[config.mk]
export PLATFORM = sky130hd
export DESIGN_NAME = tt_um_hamming_encoder_7_4
export DESIGN_NICKNAME = d
export VERILOG_FILES = /design/src/rtl/tt_um_hamming_encoder_7_4.sv
export SDC_FILE = /design/constraint.sdc
export NUM_CORES = 1
export LEC_CHECK = 0
export BUFFER_PORTS_ARGS = -buffer_cell sky130_fd_sc_hd__buf_4
export CORE_UTILIZATION = 53
export CTS_CLUSTER_SIZE = 10
export DETAILED_ROUTE_END_ITERATION = 8
export GPL_TIMING_DRIVEN = 0
export PLACE_DENSITY = 0.8
export SLEW_MARGIN = 40
export SYNTH_ARGS = -nofsm -noshare
export SYNTH_HDL_FRONTEND = slang
export SYNTH_SLANG_ARGS = --single-unit
[constraint.sdc]
create_clock -name clk -period 2.3 [get_ports clk]
set_clock_uncertainty 0.2 [all_clocks]
set_input_delay 0.115 -clock clk [delete_from_list [all_inputs] [get_ports clk]]
set_output_delay 0.115 -clock clk [all_outputs]
set_load 0.01 [all_outputs]
[src/rtl/tt_um_hamming_encoder_7_4.sv]
// Hamming(7,4) encoder front end: nibble FIFO, codeword encoder and 1-bit serializer.
// Defining HAMMING_ENC_ERR_INJECT_EN adds err_inj_en/err_inj_pos to flip one sent bit.
module tt_um_hamming_encoder_7_4 #(
    parameter int FIFO_DEPTH = 4,
    parameter int GAP_CYCLES = 1,
    parameter bit IDLE_LEVEL = 1'b0
) (
    input  logic                          clk,
    input  logic                          rst,
    input  logic                          ena,
    input  logic                          in_valid,
    input  logic [3:0]                    in_data,
`ifdef HAMMING_ENC_ERR_INJECT_EN
    input  logic                          err_inj_en,
    input  logic [2:0]                    err_inj_pos,
`endif
    output logic                          in_ready,
    output logic                          ser_out,
    output logic                          frame_start,
    output logic                          busy,
    output logic [$clog2(FIFO_DEPTH):0]   fifo_count
);

    localparam int AW = $clog2(FIFO_DEPTH);
    localparam int CW = AW + 1;
    localparam logic [CW-1:0] DEPTH_C = CW'(FIFO_DEPTH);
    localparam bit NO_GAP = (GAP_CYCLES == 0);
    localparam logic [2:0] GAP_LAST = 3'((GAP_CYCLES > 0) ? GAP_CYCLES - 1 : 0);

    typedef enum logic [1:0] {IDLE, SHIFT, GAP} state_e;

    state_e         state_q;
    logic [2:0]     bit_idx_q;
    logic [2:0]     gap_cnt_q;
    logic [5:0]     sr_q;
    logic           ser_out_q;
    logic           frame_start_q;

    logic [3:0]     mem_q [FIFO_DEPTH];
    logic [AW-1:0]  wr_ptr_q;
    logic [AW-1:0]  rd_ptr_q;
    logic [CW-1:0]  count_q;
    logic [CW-1:0]  count_d;
    logic           in_ready_q;

    logic           push;
    logic           pop;
    logic           empty;
    logic [3:0]     head;
    logic [6:0]     inj_mask;
    logic [6:0]     cw_load;

    function automatic logic [6:0] encode(input logic [3:0] nib);
        logic d1, d2, d3, d4;
        {d1, d2, d3, d4} = nib;
        return {d1 ^ d2 ^ d4, d1 ^ d3 ^ d4, d1, d2 ^ d3 ^ d4, d2, d3, d4};
    endfunction

`ifdef HAMMING_ENC_ERR_INJECT_EN
    // Position 1 is the first bit on the wire, i.e. codeword bit 6.
    always_comb begin
        inj_mask = '0;
        if (err_inj_en && (err_inj_pos != 3'd0)) begin
            inj_mask = 7'b1000000 >> (err_inj_pos - 3'd1);
        end
    end
`else
    assign inj_mask = '0;
`endif

    assign empty   = (count_q == '0);
    assign head    = mem_q[rd_ptr_q];
    assign cw_load = encode(head) ^ inj_mask;
    assign push    = in_valid && in_ready_q;
    assign count_d = count_q + CW'(push) - CW'(pop);

    always_comb begin
        pop = 1'b0;
        if (ena && !empty) begin
            case (state_q)
                IDLE:    pop = 1'b1;
                SHIFT:   pop = NO_GAP && (bit_idx_q == 3'd6);
                GAP:     pop = (gap_cnt_q == GAP_LAST);
                default: pop = 1'b0;
            endcase
        end
    end

    // in_ready is registered from the next count, so a full FIFO refuses a push even while popping.
    always_ff @(posedge clk) begin
        if (rst) begin
            wr_ptr_q   <= '0;
            rd_ptr_q   <= '0;
            count_q    <= '0;
            in_ready_q <= 1'b1;
        end else begin
            if (push) wr_ptr_q <= wr_ptr_q + AW'(1);
            if (pop)  rd_ptr_q <= rd_ptr_q + AW'(1);
            count_q    <= count_d;
            in_ready_q <= (count_d < DEPTH_C);
        end
    end

    always_ff @(posedge clk) begin
        if (push) mem_q[wr_ptr_q] <= in_data;
    end

    always_ff @(posedge clk) begin
        if (rst) begin
            state_q       <= IDLE;
            bit_idx_q     <= '0;
            gap_cnt_q     <= '0;
            sr_q          <= '0;
            ser_out_q     <= IDLE_LEVEL;
            frame_start_q <= 1'b0;
        end else if (ena) begin
            frame_start_q <= 1'b0;
            case (state_q)
                IDLE: begin
                    if (pop) begin
                        state_q       <= SHIFT;
                        bit_idx_q     <= '0;
                        ser_out_q     <= cw_load[6];
                        sr_q          <= cw_load[5:0];
                        frame_start_q <= 1'b1;
                    end
                end
                SHIFT: begin
                    if (bit_idx_q != 3'd6) begin
                        bit_idx_q <= bit_idx_q + 3'd1;
                        ser_out_q <= sr_q[5];
                        sr_q      <= {sr_q[4:0], 1'b0};
                    end else if (!NO_GAP) begin
                        state_q   <= GAP;
                        gap_cnt_q <= '0;
                        ser_out_q <= IDLE_LEVEL;
                    end else if (pop) begin
                        bit_idx_q     <= '0;
                        ser_out_q     <= cw_load[6];
                        sr_q          <= cw_load[5:0];
                        frame_start_q <= 1'b1;
                    end else begin
                        state_q   <= IDLE;
                        ser_out_q <= IDLE_LEVEL;
                    end
                end
                GAP: begin
                    if (gap_cnt_q != GAP_LAST) begin
                        gap_cnt_q <= gap_cnt_q + 3'd1;
                    end else if (pop) begin
                        state_q       <= SHIFT;
                        bit_idx_q     <= '0;
                        ser_out_q     <= cw_load[6];
                        sr_q          <= cw_load[5:0];
                        frame_start_q <= 1'b1;
                    end else begin
                        state_q <= IDLE;
                    end
                end
                default: state_q <= IDLE;
            endcase
        end
    end

    assign in_ready    = in_ready_q;
    assign ser_out     = ser_out_q;
    assign frame_start = frame_start_q;
    assign busy        = (state_q != IDLE);
    assign fifo_count  = count_q;

endmodule

==> flow_summary.yaml <==
place:
  place.gp.congestion: 0.788
  post-place-cells: 233
  place_hpwl_um: 2700
  dpl_cell_area_mm2: 0.00210
  pre_cts_ws_ns: -0.275
  io_buffer_count: 13
synth:
  synth_warnings: 0
  synth_nets: 192
  yosysSeqAreaShare: 0.520
  synth_seq_cells: 42
  synth_edf_count: 16
  synth_cell_types: 35
  synth_cells: 174
  yosys.area.top_type: "dfxtp_1"
  synth_flop_cell: "dfxtp_1"
  syn_area_mm2: 0.00192
  synthTopCellsByArea: "dfxtp_1 27%, edfxtp_1 25%, ha_1 5.9%"
  syn_area_per_cell_um2: 11.1
  yosysTopAreaCellShare: 0.270
  async_reset_ff_frac: 0
floorplan:
  die_width_um: 62.3
  die_y_um: 62.3
  io_pins: 15
  dieArea_mm2: 0.00388
  start_util: 0.563
  std_cell_rows: 21
  core_area_mm2: 0.00342
worst_setup_path:
  crit_type: "flip-flop to flip-flop"
  start_kind: "flip-flop"
  crit_chain: "inv_2 -> ha_4 -> nand2b_4 -> a2111o_1 -> nand3_2 -> nand2_1 -> ha_2 -> fa_2 -> nor2b_4"
  worst_ep_arrival_time_ns: 2.39
  cp_slowest_cell: "fa_2"
  cpPeakStageDelay_ns: 0.55
  cp_max_fo: 3
  critPathCaptureType: "flip-flop"
  required_ns: 2.41
routing:
  wirelength_um: 3860
  drt_iter0_drc: 39
  drtAntennaViolNets: 0
  route.detailed.drc: 0
  wl_per_cell_um: 15.2
  via_count: 1357
  drt-pass1-iter-count: 4
  routed_via_density: 5.34
pwr:
  total_leakage_power_uw: 0.000926
  ir_drop_uv: 764
  cellPowerDensity_mw_per_mm2: 1010
  finalPower_uw: 2340
finish:
  area_growth_pct: 20.7
  antennaDiodeCount: 0
  layout_commonest_cell: "dfxtp_1"
  layout_common_cells: "24 x dfxtp_1, 20 x nor2_1, 20 x buf_4, 19 x nand2_1, 16 x edfxtp_1"
  fin_cells: 254
  drive_above_1_share: 0.236
  nNetsFinal: 225
  fin_area_mm2: 0.00232
timing:
  hold_ws_ns: 0.0864
  finalCritPeriodShare: 0.991
  tightest_slew_ns: 0.519
  rsz0062_at_grt: "yes"
  setup_viol: 0
  slew_headroom: 0.654
  fmax_mhz: 439
  min_period_ns: 2.28
  finalHoldViolCount: 0
  final.setup.worst_slack_ns: 0.0218
  slew_violations: 0
grt:
  grt_first_pass_wirelength_um: 6310
  first_global_vias: 1344
  antenna_found_initial: 0
  overflow: 0
  grt_use_total: 0.213
  grt_max_degree: 15
flow_run:
  cap_violations: 0
clock_tree:
  cts_tree: "built"
  numCtsBuffers: 5
  ctsHtreeMaxLevel: 2
  clock_latency_ns: 0.36
  ctsRootBufferMaster: "clkbuf_4"
  clock_path_buffers: 2
  cts.sinks: 42
  clk_pin_slew_worst_paths_ns: 0.12
outcome:
  status: "finished clean"
worst_hold_path:
  hold_path_class: "input port to flip-flop"
==> cells in the mapped netlist, drive strengths merged (2+ instances only) <==
cell type / instances
xor2: 5
clkbuf: 3
edfxtp: 16
nand2: 20
nand2b: 3
buf: 4
a22oi: 3
a311oi: 5
ha: 9
nor3: 3
nand3: 6
nor2: 20
mux4: 4
nor2b: 3
inv: 9
a21oi: 9
and3: 5
mux2i: 4
dfxtp: 26
xnor2: 5
a221oi: 2
==> final cells by class <==
cell class | instances | area, µm²
Timing Repair Buffer | 27 | 220
Clock inverter | 3 | 45.0
Sequential cell | 42 | 1000
Fill cell | 264 | 1090
Inverter | 9 | 33.8
Tap cell | 46 | 57.6
Buffer | 6 | 26.3
Multi-Input combinational cell | 116 | 898
Clock buffer | 5 | 37.5
==> power breakdown <==
part	switching (µW)	internal, µW	total (µW)
clock network	247	228	475
registers	108	917	1020
logic	440	402	842
==> logic make-up (layout without fill, tap and decap cells) <==
group,count (synthesis),in the layout,share of synthesized area
adders and majority gates,10,10,0.0689
and+or+nand+nor,62,62,0.148
xor gates and xnor gates,10,10,0.0494
muxes,9,9,0.0774
buffers and inverters,16,50,0.0351
DFF,42,42,0.520
AOI/OAI and AO/OA,25,25,0.101
==> worst max-delay path, delay by kind of cell (launching register included) <==
kind                     cells  cell delay, ns
AND/OR/NAND/NOR              4            0.34
AO/OA/AOI/OAI                1            0.41
flip-flops                   1            0.35
adder cells (fa/ha/maj)      3            0.87
buffers and inverters        1            0.07
==> registers in the layout (all words and copies together) (netlist names), named ones only <==
name and cells:
rd_ptr_q 2, state_q 2, wr_ptr_q 2, frame_start 1
ser_out 1, fifo_count 3, bit_idx_q 3, gap_cnt_q 3
mem_q 16, in_ready 1, sr_q 6
==> metrics by stage <==
stage,setup TNS [ns],utilization
4_1_cts,-0.156,0.678
3_3_place_gp,-0.292,0.615
2_1_floorplan,0,-
5_1_grt,-0.197,0.680
6_report,0,0.680
3_5_place_dp,-0.523,0.615
==> path summary, 6_finish.rpt <==
path                 from             to  slack, ns  cells past startpoint
min reg2reg   frame_start    frame_start       0.28                      2
max          gap_cnt_q[1]  fifo_count[1]       0.02                      9
min                   ena     state_q[0]       0.09                      4
max reg2reg  gap_cnt_q[1]  fifo_count[1]       0.02                      9
==> timing repair <==
| action | 4_1_cts | 5_1_grt |
|---|---|---|
| hold buffers | 6 | 1 |
| resized for setup | 7 | 0 |
| gates cloned | 0 | 0 |
| pin swaps | 5 | 6 |
| endpoints found under the setup margin | 3 | 3 |
| endpoints found under the hold margin | 25 | 6 |
| setup buffers | 6 | 1 |
==> metal layers <==
layer	share of wire	GRT usage	vias up
met4	0.014	0.0727	0
met3	0.044	0.0515	8
met2	0.50	0.356	28
met5	0	0	-
li1	-	-	684
met1	0.44	0.271	637
(Power assumes the default switching activity.)
